### src/rtl/sram_ctr_ahb_master.sv
// AHB-Lite burst master: turns a simple command (address, direction, 1..16 beats)
// into pipelined NONSEQ/SEQ transfers, with stall, error and 1 KB boundary handling.
module sram_ctr_ahb_master (
    input  logic        hclk,
    input  logic        hresetn,
    input  logic        cmd_valid,
    output logic        cmd_ready,
    input  logic        cmd_write,
    input  logic [31:0] cmd_addr,
    input  logic [3:0]  cmd_len,
    input  logic [31:0] wdata_in,
    output logic        wdata_pop,
    output logic [31:0] rdata_out,
    output logic        rdata_valid,
    output logic        done,
    output logic        done_err,
    output logic [31:0] haddr,
    output logic [1:0]  htrans,
    output logic        hwrite,
    output logic [2:0]  hsize,
    output logic [2:0]  hburst,
    output logic [31:0] hwdata,
    input  logic [31:0] hrdata,
    input  logic        hready,
    input  logic [1:0]  hresp
);

    typedef enum logic [1:0] {S_IDLE, S_ADDR, S_LAST, S_ERR} state_t;

    localparam logic [1:0] TRANS_IDLE   = 2'b00;
    localparam logic [1:0] TRANS_NONSEQ = 2'b10;
    localparam logic [1:0] TRANS_SEQ    = 2'b11;
    localparam logic [1:0] RESP_OKAY    = 2'b00;
    localparam logic [2:0] BURST_SINGLE = 3'b000;
    localparam logic [2:0] BURST_INCR   = 3'b001;
    localparam logic [2:0] SIZE_WORD    = 3'b010;

    state_t      state_q, state_d;
    logic [31:0] haddr_q, haddr_d;
    logic [1:0]  htrans_q, htrans_d;
    logic        hwrite_q, hwrite_d;
    logic [2:0]  hsize_q, hsize_d;
    logic [2:0]  hburst_q, hburst_d;
    logic [31:0] hwdata_q, hwdata_d;
    logic [31:0] rdata_q, rdata_d;
    logic        rdata_valid_q, rdata_valid_d;
    logic        done_q, done_d;
    logic        done_err_q, done_err_d;
    logic [3:0]  beats_q, beats_d;      // address phases still to issue after the current one
    logic        dphase_q, dphase_d;    // a data phase is outstanding on the bus

    logic [31:0] haddr_next;
    logic        data_ok;
    logic        data_err;

    assign haddr_next = haddr_q + 32'd4;
    assign data_ok    = dphase_q && hready && (hresp == RESP_OKAY);
    // Any non-OKAY response (ERROR, RETRY, SPLIT) starts the two-cycle error sequence.
    assign data_err   = dphase_q && !hready && (hresp != RESP_OKAY);

    // NOTE: every signal gets a default before the case, so no path can leave one unassigned and infer a latch.
    always_comb begin
        state_d       = state_q;
        haddr_d       = haddr_q;
        htrans_d      = htrans_q;
        hwrite_d      = hwrite_q;
        hsize_d       = hsize_q;
        hburst_d      = hburst_q;
        hwdata_d      = hwdata_q;
        rdata_d       = rdata_q;
        rdata_valid_d = 1'b0;
        done_d        = 1'b0;
        done_err_d    = 1'b0;
        beats_d       = beats_q;
        dphase_d      = dphase_q;
        cmd_ready     = 1'b0;
        wdata_pop     = 1'b0;

        if (data_ok && !hwrite_q) begin
            rdata_d       = hrdata;
            rdata_valid_d = 1'b1;
        end

        case (state_q)
            S_IDLE: begin
                cmd_ready = hresetn;
                if (cmd_valid) begin
                    haddr_d  = cmd_addr & 32'hFFFF_FFFC;
                    htrans_d = TRANS_NONSEQ;
                    hwrite_d = cmd_write;
                    hsize_d  = SIZE_WORD;
                    hburst_d = (cmd_len == 4'd0) ? BURST_SINGLE : BURST_INCR;
                    beats_d  = cmd_len;
                    dphase_d = 1'b0;
                    state_d  = S_ADDR;
                end
            end

            S_ADDR: begin
                if (data_err) begin
                    htrans_d = TRANS_IDLE;
                    dphase_d = 1'b0;
                    state_d  = S_ERR;
                end else if (hready) begin
                    wdata_pop = hwrite_q;
                    if (hwrite_q) begin
                        hwdata_d = wdata_in;
                    end
                    dphase_d = 1'b1;
                    if (beats_q == 4'd0) begin
                        htrans_d = TRANS_IDLE;
                        state_d  = S_LAST;
                    end else begin
                        haddr_d = haddr_next;
                        beats_d = beats_q - 4'd1;
                        // Crossing a 1 KB boundary restarts the burst as an undefined-length INCR.
                        if (haddr_next[9:0] == 10'd0) begin
                            htrans_d = TRANS_NONSEQ;
                            hburst_d = BURST_INCR;
                        end else begin
                            htrans_d = TRANS_SEQ;
                        end
                    end
                end
            end

            S_LAST: begin
                if (data_err) begin
                    dphase_d = 1'b0;
                    state_d  = S_ERR;
                end else if (data_ok) begin
                    dphase_d = 1'b0;
                    done_d   = 1'b1;
                    state_d  = S_IDLE;
                end
            end

            S_ERR: begin
                if (hready) begin
                    done_d     = 1'b1;
                    done_err_d = 1'b1;
                    state_d    = S_IDLE;
                end
            end

            default: state_d = S_IDLE;
        endcase
    end

    // NOTE: sequential state uses non-blocking assignments so all flops update together at the edge.
    always_ff @(posedge hclk or negedge hresetn) begin
        if (!hresetn) begin
            state_q       <= S_IDLE;
            haddr_q       <= 32'd0;
            htrans_q      <= TRANS_IDLE;
            hwrite_q      <= 1'b0;
            hsize_q       <= SIZE_WORD;
            hburst_q      <= BURST_SINGLE;
            hwdata_q      <= 32'd0;
            rdata_q       <= 32'd0;
            rdata_valid_q <= 1'b0;
            done_q        <= 1'b0;
            done_err_q    <= 1'b0;
            beats_q       <= 4'd0;
            dphase_q      <= 1'b0;
        end else begin
            state_q       <= state_d;
            haddr_q       <= haddr_d;
            htrans_q      <= htrans_d;
            hwrite_q      <= hwrite_d;
            hsize_q       <= hsize_d;
            hburst_q      <= hburst_d;
            hwdata_q      <= hwdata_d;
            rdata_q       <= rdata_d;
            rdata_valid_q <= rdata_valid_d;
            done_q        <= done_d;
            done_err_q    <= done_err_d;
            beats_q       <= beats_d;
            dphase_q      <= dphase_d;
        end
    end

    assign haddr       = haddr_q;
    assign htrans      = htrans_q;
    assign hwrite      = hwrite_q;
    assign hsize       = hsize_q;
    assign hburst      = hburst_q;
    assign hwdata      = hwdata_q;
    assign rdata_out   = rdata_q;
    assign rdata_valid = rdata_valid_q;
    assign done        = done_q;
    assign done_err    = done_err_q;

endmodule
### config.mk
export PLATFORM = sky130hd
export DESIGN_NAME = sram_ctr_ahb_master
export DESIGN_NICKNAME = d
export VERILOG_FILES = /design/src/rtl/sram_ctr_ahb_master.sv
export SDC_FILE = /design/constraint.sdc
export NUM_CORES = 1
export LEC_CHECK = 0
export BUFFER_PORTS_ARGS = -buffer_cell sky130_fd_sc_hd__buf_2
export CAP_MARGIN = 5
export CELL_PAD_IN_SITES_DETAIL_PLACEMENT = 1
export CELL_PAD_IN_SITES_GLOBAL_PLACEMENT = 2
export CORE_ASPECT_RATIO = 0.9
export CORE_MARGIN = 4
export CORE_UTILIZATION = 28
export CTS_BUF_LIST = sky130_fd_sc_hd__clkbuf_2 sky130_fd_sc_hd__clkbuf_4 sky130_fd_sc_hd__clkbuf_8
export DETAILED_ROUTE_END_ITERATION = 10
export GPL_ROUTABILITY_DRIVEN = 0
export GPL_TIMING_DRIVEN = 0
export PLACE_DENSITY = 0.78
export SLEW_MARGIN = 20
export SYNTH_ARGS = -nofsm -noshare
export SYNTH_HDL_FRONTEND = slang
export SYNTH_SLANG_ARGS = --single-unit
### constraint.sdc
create_clock -name hclk -period 2.6 [get_ports hclk]
set_input_delay 0.26 -clock hclk [delete_from_list [all_inputs] [get_ports hclk]]
set_output_delay 0.26 -clock hclk [all_outputs]
set_load 0.005 [all_outputs]
## Word level (Yosys, flattened, before mapping)

Cells that the tools add are included.

- Register bits after elaboration: 112
- Bits of input ports: 107
- Logic and storage cells: 96

- Add/subtract/negate cells: 2
- Equal/unequal tests: 12
- Muxes and demuxes: 47
- Bitwise gates (word level): 1
- Reduce and logical (&&, ||, !) cells: 22

Operators by type and width:

| operator | number |
|---|---|
| $mux 32 | 4 |
| $pmux 32 s2 | 1 |
| $add 32x3->32 const B | 1 |
| $mux 2 | 11 |
| $mux 1 | 16 |
| $mux 4 | 4 |
| $mux 3 | 5 |
| $ne 2x2->1 const B | 6 |
| $logic_not 10->1 | 1 |
| $reduce_and 5->1 | 2 |
| $ne 3x3->1 const B | 3 |
| $logic_not 4->1 | 2 |
| $pmux 2 s4 | 1 |
| $pmux 4 s2 | 1 |
| $reduce_and 4->1 | 2 |
| $pmux 3 s2 | 1 |
| $reduce_and 6->1 | 1 |
| $logic_and 1x1->1 | 5 |
| $eq 2x2->1 const B | 2 |
| $logic_not 2->1 | 2 |
| $pmux 2 s2 | 1 |
| $reduce_bool 2->1 | 2 |
| $sub 4x1->4 const B | 1 |
| $pmux 1 s3 | 1 |
| 7 further kinds | 8 |

## Depth between registers and ports, before layout

- Depth in word-level cells: 7
- Mapped depth: 8
- Depth with buffers taken out: 7

## Least setup slack after synthesis

OpenSTA, ideal clock, no wires.

- Path type: reg2reg
- Start point: register beats_q[0]
- End point: register hburst_q[0] (netlist: hburst[0])
- Arrival: 1.757 ns
- Data required time: 2.523 ns
- Slack: 0.765 ns
- Stages on the path, launching flop included: 7
- Path buffers: 0
- Cells stage by stage: dfrtp_1 -> inv_1 -> ha_1 -> nor3b_2 -> a221o_1 -> or4_1 -> a21oi_1

- Word-level cells in the longest chain between the ends: 3

RTL lines:

| item | RTL line | text |
|---|---|---|
| from (decl) | 49 | `logic [3:0] beats_q, beats_d;` |
| from (signal assigned) | 178 | `beats_q <= beats_d;` |
| $logic_not 4->1 | 110 | `if (beats_q == 4'd0) begin` |
| $ne 2x2->1 (no line) | -- |  |
| $reduce_and 6->1 (no line) | -- |  |
| to (signal assigned) | 172 | `hburst_q <= hburst_d;` |
| to (decl) | 43 | `logic [2:0] hburst_q, hburst_d;` |

Every way passes these cells.
A chain may end at the register's enable or synchronous reset.

## Worst setup path after layout

- Start point: register beats_q[0]
- End point: register beats_q[0]

- Word-level cells in the longest chain between the ends: 5
- Elaborated cells on any way between the ends: 8

RTL lines:

| item | RTL line | text |
|---|---|---|
| $sub 4x1->4 | 115 | `beats_d = beats_q - 4'd1;` |
| $mux 4 | 110 |  |
| $mux 4 | 104 | `end else if (hready) begin` |
| $mux 4 | 100 | `if (data_err) begin` |
| $pmux 4 s2 | 84 | `case (state_q)` |

Parallel ways exist; a longest one is shown, timed or not. The select of a mux whose other input is x is not followed.

==> flow_summary.json <==
{
  "cp.arrival_ns": 2.71,
  "synthArstFlopShare": 1.00,
  "first_iter_violations": 211,
  "path_cells": "inv_1, ha_1, nor3b_2, a221oi_2, clkbuf_1, nand3_1, o211ai_1",
  "skew_ns": 0.0184,
  "max_stage_delay_ns": 0.64,
  "synth_top_area_frac": 0.529,
  "grtUsageMet2": 0.300,
  "avgSynthCellArea_um2": 9.59,
  "yosysWarnings": 0,
  "drc": 0,
  "hold_path_class": "in2reg",
  "portBuffers": 206,
  "fin_util": 0.377,
  "wl_um": 18200,
  "n_fill_cell": 2147,
  "drive_above_1_share": 0.333,
  "synth_cells": 533,
  "max_slew_margin": 0.382,
  "min_period_ns": 2.41,
  "seq_area_um2": 2700,
  "fmax_ghz": 0.414,
  "hold_viol": 0,
  "antenna_left": 0,
  "core_area_um2": 17800,
  "grt_pass1_vias": 5371,
  "synth_area_leaders": "dfrtp_1, nand2_1, mux2_1",
  "routed_via_density": 4.84,
  "tightest_slew_ns": 0.920,
  "crit_type": "reg2reg",
  "dr.pass1.iters": 4,
  "outcome": "finished clean",
  "io_pins": 217,
  "path_max_fanout": 10,
  "syn_to_final_growth_pct": 31.3,
  "grt_setup_unrepaired": "no",
  "ys_seq_area_frac": 0.529,
  "cellLeakagePower_nw": 3.36,
  "clk_latency_ns": 0.39,
  "synth_cell_type_count": 58,
  "multi_input_area_um2": 2210,
  "end_kind": "register",
  "cts_buffer_depth": 2,
  "rrSetupSlack_ns": 0.19,
  "yosys.area.top_type": "dfrtp_1",
  "nets": 866,
  "grt.busiest_layer": "met2",
  "use_met1": 0.222,
  "synth.cell_area_um2": 5110,
  "grt_usage": 0.177,
  "finalCritPeriodShare": 0.929,
  "cts.sinks": 108,
  "clkTransAtPathRegs_ns": 0.12,
  "slowest_stage": "a221oi_2",
  "antenna_found_initial": 2,
  "grt_max_degree": 78,
  "drt-wirelength-per-cell_um": 18.1,
  "vias": 4851,
  "post-dp-hpwl_um": 13900,
  "cp_top_family": "compound AO/OA/AOI/OAI gates",
  "grtUsageMet3": 0.0413,
  "total_power_mw": 7.62,
  "crit_buf_inv": 2,
  "required_ns": 2.90,
  "power_density_nw_per_um2": 1130,
  "yosysMostFrequentCell": "nand2_1",
  "synth_flop_cell": "dfrtp_1",
  "ir_drop_mv": 0.329,
  "fp.dieH_um": 136,
  "numCtsBuffers": 9,
  "cts_tree": "yes",
  "fp-row-count": 46,
  "root_buffer": "clkbuf_8",
  "cts-resized-gates": 0,
  "crit_path_start_kind": "register",
  "die_area_um2": 20500,
  "yosys-top-cells-count": "nand2_1, dfrtp_1, mux2_1, nor2_1, a21oi_1",
  "h-tree-depth": 3,
  "max_cap_violations": 0,
  "finalMaxSlewViolations": 0,
  "synth_edf_count": 0,
  "ys_ff_latch": 108,
  "start_util": 0.287,
  "finalSetupViolations": 0,
  "grt_pass1_wl_um": 28700,
  "grt_overflow": 0,
  "die_x_um": 150
}
cells by family (layout without fill, tap and decap cells):
group	after synthesis	count (layout)	synth area share
buffers and inverters	46	270	0.0421
AO/OA/AOI/OAI	113	113	0.141
AND/OR/NAND/NOR	227	227	0.206
flip-flops	108	108	0.529
XOR/XNOR	1	1	0.00171
adder cells (fa/ha/maj)	2	2	0.00490
other	2	8	0.00147
multiplexers	34	34	0.0744
tightest hold or removal path, delay by kind of cell:
| kind | cells | cell delay (ns) |
|---|---|---|
| buf+inv | 1 | 0.07 |
| simple gates | 2 | 0.08 |
registers in the layout, summed over array words and instances (netlist names):
| signal | flops |
|---|---|
| rdata_out | 32 |
| rdata_valid | 1 |
| htrans | 2 |
| hwrite | 1 |
| beats_q | 4 |
| done_err | 1 |
| haddr | 30 |
| hburst | 1 |
| hwdata | 32 |
| state_q | 2 |
| dphase_q | 1 |
| done | 1 |
final timing paths:
check,cells after the start,from,endpoint
worst max-delay path,7,beats_q[0]$_DFFE_PN0P_,beats_q[0]$_DFFE_PN0P_
worst min register to register,2,rdata_out[0]$_DFFE_PN0P_,rdata_out[0]$_DFFE_PN0P_
worst min-delay path,3,hrdata[24],rdata_out[24]$_DFFE_PN0P_
max in group asynchronous,3,hresetn,rdata_out[10]$_DFFE_PN0P_
min in group asynchronous,2,hresetn,haddr[15]$_DFFE_PN0P_
worst max register to register,7,beats_q[0]$_DFFE_PN0P_,beats_q[0]$_DFFE_PN0P_
through the flow:
stage               cells  setup slack (ns)  area (um^2)  setup TNS [ns]  hold slack [ns]
floorplan             538             0.765         5130               0          -0.0356
global placement      984            -0.363         6460           -9.94            0.451
detailed placement    985             0.239         6490               0            0.182
CTS                  1002             0.153         6710               0           0.0284
global route         1003            0.0151         6710               0           0.0202
finish               1003             0.186         6710               0           0.0530
final cells by class:
class,instances,area share
diodes,1,0.000373
plain buffers,35,0.0259
clock buffers,9,0.0185
clock inverters,7,0.0119
inverters,11,0.00615
multi-input cells,384,0.330
flip-flops and latches,108,0.403
well taps,240,0.0447
repair buffers,208,0.160
layer usage:
| metal | share of wire | vias up |
|---|---|---|
| met5 | 0.00066 | - |
| met4 | 0.025 | 2 |
| met3 | 0.052 | 28 |
| met2 | 0.50 | 133 |
| met1 | 0.42 | 2382 |
| li1 | - | 2306 |
cell usage in the layout, fill, tap and decap left out, drive strengths merged, types with 6 or more instances in the layout:
| cell | instances |
|---|---|
| nor2 | 32 |
| nand4 | 11 |
| o21ai | 28 |
| inv | 13 |
| a21oi | 30 |
| clkbuf | 24 |
| conb | 7 |
| and3 | 6 |
| buf | 227 |
| dfrtp | 108 |
| nand2 | 131 |
| o22ai | 13 |
| a2bb2oi | 8 |
| nor3 | 8 |
| mux2 | 32 |
| nand3 | 16 |
timing repair:
item,4_1_cts,5_1_grt
hold buffers,1,0
buffers inserted,0,0
endpoints found under the setup margin,0,0
endpoints found under the hold margin,32,0
report_power, final:
group          switching [mW]  internal [mW]  leakage (nW)
clock                   0.686          0.382        0.0990
combinational            1.96           1.47          1.94
sequential              0.643           2.48          1.32
total                    3.29           4.33          3.36
Power figures use the tool's default switching activity.
